**src/rtl/mem_arbiter.sv**
```systemverilog
// Round-robin arbiter/sequencer for the shared memory port. One transaction
// at a time: pick an owner in IDLE, run a 1-cycle write or an issue/wait/done
// read sequence, pulse the owner's grant, then rotate priority past it.

// Per-processor grant decode: a lane raises its grant only while it owns the
// port and the sequencer is in the matching completion state.
module mem_arbiter_lane #(
  parameter int            PW  = 2,
  parameter logic [PW-1:0] IDX = '0
) (
  input  logic [PW-1:0] owner,
  input  logic          wr_done,
  input  logic          rd_done,
  output logic          grant_wr,
  output logic          grant_rd
);
  assign grant_wr = wr_done && (owner == IDX);
  assign grant_rd = rd_done && (owner == IDX);
endmodule

module mem_arbiter #(
  parameter int PROC_COUNT = 4,
  parameter int BUS_SIZE   = 128,
  parameter int ADDR_W     = 16,
  parameter int RD_LAT     = 2
) (
  input  logic                                 i_clk,
  input  logic                                 i_rst,
  input  logic [PROC_COUNT-1:0]                i_req_rd,
  input  logic [PROC_COUNT-1:0]                i_req_wr,
  input  logic [PROC_COUNT-1:0][ADDR_W-1:0]    i_proc_addr,
  input  logic [PROC_COUNT-1:0][BUS_SIZE-1:0]  i_proc_wr,
  input  logic [PROC_COUNT-1:0][2:0]           i_wr_size,
  output logic [PROC_COUNT-1:0]                o_grant_rd,
  output logic [PROC_COUNT-1:0]                o_grant_wr,
  output logic [BUS_SIZE-1:0]                  o_proc_rd,
  output logic                                 o_busy,
  output logic                                 o_mem_en,
  output logic                                 o_mem_we,
  output logic [ADDR_W-1:0]                    o_mem_addr,
  output logic [BUS_SIZE-1:0]                  o_mem_wdata,
  output logic [2:0]                           o_mem_wsize,
  input  logic [BUS_SIZE-1:0]                  i_mem_rdata
);
  localparam int PW = (PROC_COUNT > 1) ? $clog2(PROC_COUNT) : 1;
  localparam int CW = $clog2(RD_LAT + 1);

  typedef enum logic [2:0] {IDLE, WR, RD_ISSUE, RD_WAIT, RD_DONE} state_t;

  state_t                  state, state_n;
  logic [PW-1:0]           rr_ptr, owner, owner_inc;
  logic [CW-1:0]           cnt;
  logic [PROC_COUNT-1:0]   req;
  logic                    sel_found;
  logic [PW-1:0]           sel_idx;
  logic [PW:0]             rr_sum;
  logic [PW-1:0]           rr_cand;
  logic                    wr_done, rd_done;

  assign req       = i_req_rd | i_req_wr;
  assign owner_inc = (owner == PW'(PROC_COUNT - 1)) ? '0 : owner + 1'b1;
  assign o_busy    = (state != IDLE);

  // Round-robin pick: first requester at or after rr_ptr, wrapping modulo
  // PROC_COUNT (the sum never exceeds 2*PROC_COUNT-2, so one subtract wraps).
  always_comb begin
    sel_found = 1'b0;
    sel_idx   = '0;
    rr_sum    = '0;
    rr_cand   = '0;
    for (int i = 0; i < PROC_COUNT; i++) begin
      rr_sum = {1'b0, rr_ptr} + (PW+1)'(i);
      if (rr_sum >= (PW+1)'(PROC_COUNT)) rr_sum = rr_sum - (PW+1)'(PROC_COUNT);
      rr_cand = rr_sum[PW-1:0];
      if (!sel_found && req[rr_cand]) begin
        sel_found = 1'b1;
        sel_idx   = rr_cand;
      end
    end
  end

  // State register plus the owner/operand latches, read counter and read data.
  always_ff @(posedge i_clk) begin
    if (i_rst) begin
      state       <= IDLE;
      rr_ptr      <= '0;
      cnt         <= '0;
      owner       <= '0;
      o_mem_addr  <= '0;
      o_mem_wdata <= '0;
      o_mem_wsize <= '0;
      o_proc_rd   <= '0;
    end else begin
      state <= state_n;
      case (state)
        IDLE: if (sel_found) begin
          owner       <= sel_idx;
          o_mem_addr  <= i_proc_addr[sel_idx];
          o_mem_wdata <= i_proc_wr[sel_idx];
          o_mem_wsize <= i_wr_size[sel_idx];
        end
        WR:       rr_ptr <= owner_inc;
        RD_ISSUE: cnt <= CW'(1);
        RD_WAIT: begin
          if (cnt == CW'(RD_LAT)) o_proc_rd <= i_mem_rdata;
          else                    cnt <= cnt + 1'b1;
        end
        RD_DONE:  rr_ptr <= owner_inc;
        default: ;
      endcase
    end
  end

  // Next-state and memory strobes; a write wins when a proc asks for both.
  always_comb begin
    state_n  = state;
    o_mem_en = 1'b0;
    o_mem_we = 1'b0;
    wr_done  = 1'b0;
    rd_done  = 1'b0;
    case (state)
      IDLE: if (sel_found) state_n = i_req_wr[sel_idx] ? WR : RD_ISSUE;
      WR: begin
        o_mem_en = 1'b1;
        o_mem_we = 1'b1;
        wr_done  = 1'b1;
        state_n  = IDLE;
      end
      RD_ISSUE: begin
        o_mem_en = 1'b1;
        state_n  = RD_WAIT;
      end
      RD_WAIT: if (cnt == CW'(RD_LAT)) state_n = RD_DONE;
      RD_DONE: begin
        rd_done = 1'b1;
        state_n = IDLE;
      end
      default: state_n = IDLE;
    endcase
  end

  for (genvar g = 0; g < PROC_COUNT; g++) begin : g_lane
    mem_arbiter_lane #(.PW(PW), .IDX(PW'(g))) u_lane (
      .owner    (owner),
      .wr_done  (wr_done),
      .rd_done  (rd_done),
      .grant_wr (o_grant_wr[g]),
      .grant_rd (o_grant_rd[g])
    );
  end
endmodule

```
**config.mk**
```make
export PLATFORM = sky130hd
export DESIGN_NAME = mem_arbiter
export DESIGN_NICKNAME = d
export VERILOG_FILES = /design/src/rtl/mem_arbiter.sv
export SDC_FILE = /design/constraint.sdc
export NUM_CORES = 1
export LEC_CHECK = 0
export ABC_AREA = 1
export CAP_MARGIN = 20
export CORE_AREA = 8 8 385 387
export CTS_CLUSTER_DIAMETER = 100
export CTS_CLUSTER_SIZE = 25
export DETAILED_ROUTE_END_ITERATION = 12
export DIE_AREA = 0 0 393 395
export GPL_ROUTABILITY_DRIVEN = 0
export HOLD_SLACK_MARGIN = 0.1
export PLACE_DENSITY = 0.34
export SLEW_MARGIN = 20
export SYNTH_ARGS = -nofsm -noshare
export SYNTH_HDL_FRONTEND = slang
export SYNTH_SLANG_ARGS = --single-unit
```
**constraint.sdc**
```tcl
create_clock -name i_clk -period 3.35 [get_ports i_clk]
set_input_delay 0.335 -clock i_clk [delete_from_list [all_inputs] [get_ports i_clk]]
set_output_delay 0.335 -clock i_clk [all_outputs]
set_load 0.03 [all_outputs]
```
* After elaboration in Yosys (flattened, before gate mapping)
Index checks and enable logic that the tools add are counted.
** Cells by class
- Add/sub/neg operators :: 9
- Magnitude comparators :: 9
- Equality and inequality tests :: 11
- Muxes and demuxes :: 38
- Bitwise gates (word level) :: 1
- Reduce and logical (&&, ||, !) cells :: 24
** Operator list (count)
- $bmux 128 s2 :: 1
- $mux 128 :: 1
- $bmux 16 s2 :: 1
- $mux 2 :: 11
- $mux 16 :: 1
- $lt 2x3->1 const B :: 5
- $mux 1 :: 12
- $logic_and 1x1->1 :: 11
- $bmux 1 s2 :: 5
- $ge 3x3->1 const B :: 3
- $mux 3 :: 3
- $pmux 3 s3 :: 1
- $reduce_and 2->1 :: 4
- $sub 2x1->2 const B :: 4
- $add 2x2->3 const B :: 2
- $bmux 3 s2 :: 1
- $eq 2x2->1 const B :: 3
- $eq 3x2->1 const B :: 2
- $ne 2x2->1 const B :: 3
- $add 2x1->2 const B :: 2
- $or 4x4->4 :: 1
- $pmux 2 s2 :: 1
- $reduce_or 2->1 :: 2
- $add 2x1->3 const B :: 1
- 9 further kinds :: 11
** Storage, ports and cells
- Bits in registers :: 284
- Input port bits :: 726
- Output and inout port bits :: 286
- Word-level logic and storage cells :: 100

* Longest topological paths before layout
Gate-level depths: netlist of the first run.
- Word-level depth :: 19
- Depth in mapped cells :: 17
- Gate-level depth less buffers :: 15

* Modules after synthesis
From an unflattened synthesis of the first run, not the netlist that was laid out.
** Unflattened totals
- Cells, all modules :: 2956
- Area total of the unflattened synthesis :: 17450.5 sq um
** Modules (own cells, without submodules)
- mem_arbiter :: instances 1, cells an instance 2932, area an instance 17360.4 sq um, sequential area each 5685.5 sq um
- mem_arbiter_lane at g_lane[1].u_lane ... :: instances 2, cells an instance 6, area an instance 22.5 sq um, sequential area each 0.0 sq um
- mem_arbiter_lane at g_lane[0].u_lane :: instances 1, cells an instance 7, area an instance 26.3 sq um, sequential area each 0.0 sq um
- mem_arbiter_lane at g_lane[3].u_lane :: instances 1, cells an instance 5, area an instance 18.8 sq um, sequential area each 0.0 sq um

* Worst setup path before layout of the first run
Ideal clock, no wire load.
- Path kind :: register to output
- From :: register state[2]
- To :: output o_grant_wr[0]
- Data arrival time :: 1597 ps
- Data required time :: 3015 ps
- Slack :: 1418 ps
- Stages on the path, launching flop included :: 5
- Path buffers :: 1
- Cell sequence :: dfxtp_1 nor3_1 inv_1 nor2_1 buf_4
** Between the ends
- Word-level cells in the longest chain between the ends :: 3
** Ends and longest elaborated chain
- start, declared :: RTL line 50 : state_t state, state_n;
- start signal, assigned :: RTL line 94 : state <= state_n;
- $eq 3x1->1
- $mux 1
- net o_mem_we :: RTL line 39 : output logic o_mem_we,
- $logic_and 1x1->1 :: RTL line 17 : assign grant_wr = wr_done && (owner == IDX);
- end, declared :: RTL line 35 : output logic [PROC_COUNT-1:0] o_grant_wr,
The timed path passes the listed nets, and every way through them passes these cells.

* Worst setup path in the final report of the first run
- From :: register state[1]
- To :: output o_grant_rd[2]
** Between the ends
- Word-level cells in the longest chain between the ends :: 3
** Ends and longest elaborated chain
- $eq 3x3->1 :: RTL line 121 : case (state)
- $mux 1 :: RTL line 121
- $logic_and 1x1->1 :: RTL line 18 : assign grant_rd = rd_done && (owner == IDX);
- end, declared :: RTL line 34 : output logic [PROC_COUNT-1:0] o_grant_rd,
Every way passes these cells.

==> run_results.csv, run 1 <==
group,metric,value,unit
worst_hold_path,worstHoldPathCells,3,
synth,synth_area,16700,um2
clock_network,root_buffer,"clkbuf_16",
worst_setup_path,critPathBufInv,2,
cells_and_area,filler_cell_count,16193,
die,num_rows,139,
detailed_routing,ant_nets,0,
synth,synth.cells.most_frequent,"465 x inv_1, 458 x nand2_1, 313 x nor2_1",
synth,synth.area.top_cells,"dfxtp_1 34%, inv_1 10%, nand2_1 10%",
clock_network,clk_latency,640,ps
synth,synth_warnings,0,
clock_network,cts_made_buffers,27,
synth,yosysUniqueCellTypes,25,
place,port_buffers,1011,
synth,async_reset_ff_share,0,%
worst_setup_path,cp-start-kind,"flop",
clock_network,cts_setup_buffers,0,
synth,yosys_most_used_dff,"dfxtp_1",
clock_network,htree_levels,1,
detailed_routing,drt_iter0_markers,881,
synth,syn_area_per_cell,6.37,um2
place,dp_hpwl,87900,um
synth,synth_nets,3360,
cells_and_area,drive_above_1_share,6.94,%
clock_network,post_cts_resized,0,
cells_and_area,finalNetCount,4283,
synth,syn-instance-count,2629,
grt,overflow,0,
detailed_routing,routed_wl,108000,um
timing,finalMaxSlewViolations,0,
pwr,p_total,0.0241,W
timing,fin_crit_sh,85.7,%
detailed_routing,drc,0,
status,status,"finished clean",
worst_setup_path,crit_cells,4,
worst_setup_path,cp_data_arrival_time,2540,ps
timing,hold_viol_final,0,
timing,worst_pin_slew,870,ps
clock_network,ctsHoldBuffers,0,
detailed_routing,drt_pre_antenna_iters,5,
detailed_routing,vias,19821,
die,initial_core_util,11.8,%
run,maxCapViolations,0,
worst_setup_path,r2r_setup_slack,670,ps
worst_setup_path,crit_chain,"inv_1 > nand3_1 > nor2_1 > clkdlybuf4s50_1",
worst_setup_path,worstSetupPathType,"reg -> out",
cells_and_area,multiInputGateArea,8310,um2
pwr,p_leak,12.9,nW
detailed_routing,avgRoutedWirePerCell,19.7,um
timing,fin_tns_setup,0,ps
grt,first_global_vias,20183,
pwr,p_per_area,795,nW/um2
timing,finClkSkew,64.4,ps
die,die_height,395,um
worst_setup_path,critPathMaxStageDelay,820,ps
worst_hold_path,hp-class,"in -> reg",
timing,slew_headroom,42.0,%
clock_network,cts_tree,"yes",
synth,ys_ff_latch,284,
worst_setup_path,cp-end-kind,"output pin",
worst_setup_path,critPathMaxFanout,5,
clock_network,path_clk_slew,110,ps
timing,fmax,348,MHz
worst_setup_path,required,3010,ps
timing,fin_crit,2870,ps
die,die_x,393,um
cells_and_area,layout.area.seq,5690,um2
cells_and_area,stdcell_count,5490,
cells_and_area,fin_util,21.3,%
worst_setup_path,r2r_cells,12,
grt,grt_pass1_wl,151000,um
worst_setup_path,critPathSlowestCell,"clkdlybuf4s50_1",
synth,seq_area_frac_synth,34.0,%
die,design.die.area,155000,um2
grt,grt_max_degree,126,
cells_and_area,area_growth_syn_to_layout,81.1,%
clock_network,cts_sinks,284,
clock_network,cts_max_path_buffers,3,
grt,grtUsageTotal,13.1,%
detailed_routing,via_per_inst,3.61,
synth,yosysTopAreaCellShare,34.0,%
timing,rsz0062_at_grt,"false",
synth,synth-edff-count,0,
synth,yosysMostFrequentCell,"inv_1",
worst_setup_path,cp_top_family,"buffers and inverters",
timing,fin_ws,480,ps
grt,antenna_found_initial,14,
timing,setup-violations-final,0,
pwr,ir_drop,0.355,mV
die,core_area,142000,um2
synth,yosysTopAreaCell,"dfxtp_1",
die,num_io_pins,1012,
place,placed_cells,5426,
place,pre_cts_slack,215,ps
==> cell type report <==
| class | instances | area share, % |
|---|---|---|
| clock inverter | 22 | 1.11 |
| antenna | 14 | 0.116 |
| sequential | 284 | 18.7 |
| clock buffer | 28 | 2.24 |
| inverter | 468 | 5.83 |
| multi-input combinational | 1666 | 27.4 |
| timing repair buffer | 1105 | 36.7 |
| tap | 1903 | 7.85 |
==> power breakdown <==
group	switching [W]	total [W]	internal [W]
sequential	0.000580	0.00498	0.00440
combinational	0.00966	0.0155	0.00579
clock	0.00186	0.00370	0.00184
==> layout by cell type (no fill, tap or decap), types with 2 or more instances in the layout <==
cell / n
a21oi_1: 282
buf_12: 24
buf_4: 70
bufinv_16: 3
clkbuf_16: 27
clkdlybuf4s50_1: 1010
clkinv_4: 2
clkinv_8: 3
clkinvlp_4: 2
dfxtp_1: 284
diode_2: 14
ha_1: 4
inv_1: 465
inv_16: 2
inv_6: 3
inv_8: 6
nand2_1: 457
nand2_2: 3
nand2_8: 2
nand3_1: 291
nand3_2: 2
nor2_1: 313
nor3_1: 2
o211ai_1: 58
o211ai_2: 90
o21ai_0: 153
o21ai_1: 2
==> worst paths after layout <==
path	start	end
worst min-delay path	i_mem_rdata[62]	o_proc_rd[62]
worst min register to register	o_proc_rd[0]	o_proc_rd[0]
worst max register to register	rr_ptr[0]	o_mem_wdata[113]
worst max-delay path	state[1]	o_grant_rd[2]
==> through the flow <==
| step | instance area, um2 | hold WS (ps) |
|---|---|---|
| 2_1_floorplan | 16700 | 450 |
| 3_3_place_gp | 29300 | 448 |
| 3_5_place_dp | 29300 | 453 |
| 4_1_cts | 30300 | 168 |
| 5_1_grt | 30300 | 191 |
| 6_report | 30300 | 262 |
==> worst reg2reg max path, stage by stage (launching register included) <==
cell and delay, ps:
dfxtp_1 610, inv_6 100, nand2_1 100, nand2_2 80, nand2_1 90, nand2_2 90, nand4_1 170, nand2_1 200
inv_8 450, buf_4 450, nand3_1 160, nand2_1 80, inv_1 30
==> layer usage <==
layer  track usage (%)  share of wire [%]  wire (um)
met2              24.0                 51      55500
met1              14.4                 39      41800
met5                 0              0.025         27
met4              4.15                2.9       3090
met3              3.76                7.3       7890
==> cell families after synthesis <==
logic type / Yosys count / synth area share [%]
buf+inv: 679 / 16.7
compound gates: 586 / 22.4
simple gates: 1075 / 26.5
flops: 284 / 34.0
fa+ha+maj: 5 / 0.374
==> registers in the layout (all words and copies together) (netlist names) <==
| register | flops |
|---|---|
| o_mem_wdata | 128 |
| cnt | 2 |
| o_proc_rd | 128 |
| rr_ptr | 2 |
| state | 3 |
| o_mem_wsize | 3 |
| o_mem_addr | 16 |
| owner | 2 |
No activity file was read; power rests on OpenSTA's default activity.
==> inputs of run 2 (changes only) <==
SKIP_LAST_GASP = 1   (was default)
==> results of run 2 <==
The final DEF is identical to that of run 1; final timing and power are the same.
==> inputs of run 3 (changes only) <==
--- a/config.mk
+++ b/config.mk
@@ -15,5 +15,5 @@
 export GPL_ROUTABILITY_DRIVEN = 0
 export HOLD_SLACK_MARGIN = 0.1
-export PLACE_DENSITY = 0.34
+export PLACE_DENSITY = 0.36
 export SKIP_LAST_GASP = 1
 export SLEW_MARGIN = 20
==> constraint.sdc (replaced) <==
create_clock -name i_clk -period 3.35 [get_ports i_clk]
set_input_delay 0.67 -clock i_clk [delete_from_list [all_inputs] [get_ports i_clk]]
set_output_delay 0.67 -clock i_clk [all_outputs]
set_load 0.01 [all_outputs]
==> run_results.csv, run 3 (synthesis results as in run 1) <==
group,metric,value,unit
worst_hold_path,min_from,"o_proc_rd[37]",
worst_setup_path,startpoint,"owner[1]",
timing,finClkSkew,62.7,ps
cells_and_area,top_regs,"o_mem_wdata x128, o_proc_rd x128, o_mem_addr x16",
worst_setup_path,required,2680,ps
timing,fmax,333,MHz
detailed_routing,routed_wl,110000,um
timing,hold_viol_final,0,
detailed_routing,vias,20139,
grt,grt_pass1_wl,153000,um
worst_setup_path,critPathSlowestCell,"clkdlybuf4s50_1",
worst_setup_path,cp_top_family,"buffers and inverters",
worst_setup_path,r2r_setup_slack,770,ps
cells_and_area,area_growth_syn_to_layout,83.3,%
timing,setup-violations-final,0,
place,dpl_cell_area,29600,um2
clock_network,cts_made_buffers,29,
detailed_routing,drt_iter0_markers,991,
clock_network,path_clk_slew,90,ps
clock_network,cts_setup_buffers,0,
grt,grtUsageTotal,13.3,%
pwr,p_leak,13.2,nW
cells_and_area,final_cell_mix,"1009 x clkdlybuf4s50_1, 465 x inv_1, 457 x nand2_1",
clock_network,cts_max_path_buffers,3,
clock_network,htree_levels,1,
clock_network,cts_sinks,284,
worst_setup_path,cp-end-kind,"output pin",
timing,finalMaxSlewViolations,0,
worst_setup_path,cpMostUsedCell,"inv_1",
die,core_area,142000,um2
die,num_rows,139,
worst_setup_path,crit_chain,"inv_1 > ha_1 > inv_1 > nor2_1 > buf_4 > clkdlybuf4s50_1",
grt,overflow,0,
place,dp_hpwl,89800,um
detailed_routing,drc,0,
detailed_routing,ant_nets,0,
cells_and_area,final_cell_area,30700,um2
clock_network,root_buffer,"clkbuf_16",
detailed_routing,drt_pre_antenna_iters,5,
cells_and_area,stdcell_count,5534,
status,status,"finished clean",
worst_setup_path,r2r-start,"rr_ptr[0]",
detailed_routing,avgRoutedWirePerCell,19.8,um
clock_network,post_cts_resized,0,
cells_and_area,drive_above_1_share,8.10,%
run,maxCapViolations,0,
grt,grt_max_degree,100,
pwr,p_per_area,754,nW/um2
worst_setup_path,critPathMaxStageDelay,680,ps
worst_hold_path,hp-class,"reg -> reg",
timing,fin_crit_sh,89.5,%
place,placed_cells,5466,
die,design.die.area,155000,um2
pwr,p_total,0.0231,W
cells_and_area,layout.area.seq,5690,um2
worst_setup_path,critPathBufInv,4,
place,port_buffers,1011,
worst_setup_path,critPathMaxFanout,3,
timing,fin_tns_setup,0,ps
timing,worst_pin_slew,692,ps
clock_network,ctsHoldBuffers,0,
grt,antenna_found_initial,21,
die,initial_core_util,11.8,%
timing,rsz0062_at_grt,"false",
cells_and_area,final_common_cell,"clkdlybuf4s50_1",
worst_setup_path,cp-start-kind,"flop",
die,num_io_pins,1012,
clock_network,clk_latency,670,ps
cells_and_area,multiInputGateArea,8320,um2
cells_and_area,filler_cell_count,16132,
die,die_x,393,um
grt,first_global_vias,20787,
cells_and_area,finalNetCount,4325,
worst_setup_path,worstSetupPathType,"reg -> out",
timing,slew_headroom,53.9,%
die,die_height,395,um
cells_and_area,fin_util,21.6,%
timing,fin_crit,3000,ps
clock_network,cts_tree,"yes",
worst_setup_path,cp_data_arrival_time,2330,ps
detailed_routing,via_per_inst,3.64,
pwr,ir_drop,0.393,mV
==> run 3: per-layer routing <==
| metal | part of all wire, % | global-route usage (%) | up-vias |
|---|---|---|---|
| li1 | - | - | 10261 |
| met1 | 39 | 14.8 | 9152 |
| met2 | 50 | 23.7 | 601 |
| met3 | 7.5 | 3.90 | 121 |
| met4 | 3.6 | 4.84 | 4 |
| met5 | 0.021 | 0 | - |
==> run 3: tightest hold or removal path: stages (launching register included) <==
cell and delay (ps):
dfxtp_1 320, nand2_1 60, a21oi_1 50
==> run 3: final cells by class <==
class                   instances  area share, %
well taps                    1903           7.76
repair buffers               1145           37.2
inverters                     468           5.76
multi-input cells            1666           27.1
diodes                         14          0.114
clock buffers                  29           2.36
clock inverters                25           1.18
flip-flops and latches        284           18.5
==> run 3: final timing paths <==
path,to,depth (start not counted)
worst max-delay path,o_grant_rd[1],6
worst min-delay path,o_proc_rd[37],2
worst max register to register,o_mem_addr[8],15
worst min register to register,o_proc_rd[37],2
==> run 3: stage by stage <==
step | setup slack, ps | hold slack, ps
after floorplan | 1200 | 450
after global placement | 89.9 | 448
after detailed placement | 93.9 | 453
after CTS | 129 | 467
after global routing | 148 | 483
final | 350 | 463
==> run 3: report_power, final <==
part	switching (W)	total [W]	leakage (nW)	internal [W]
clock network	0.00205	0.00383	0.517	0.00178
registers	0.000647	0.00504	2.33	0.00440
logic	0.00824	0.0143	10.3	0.00603
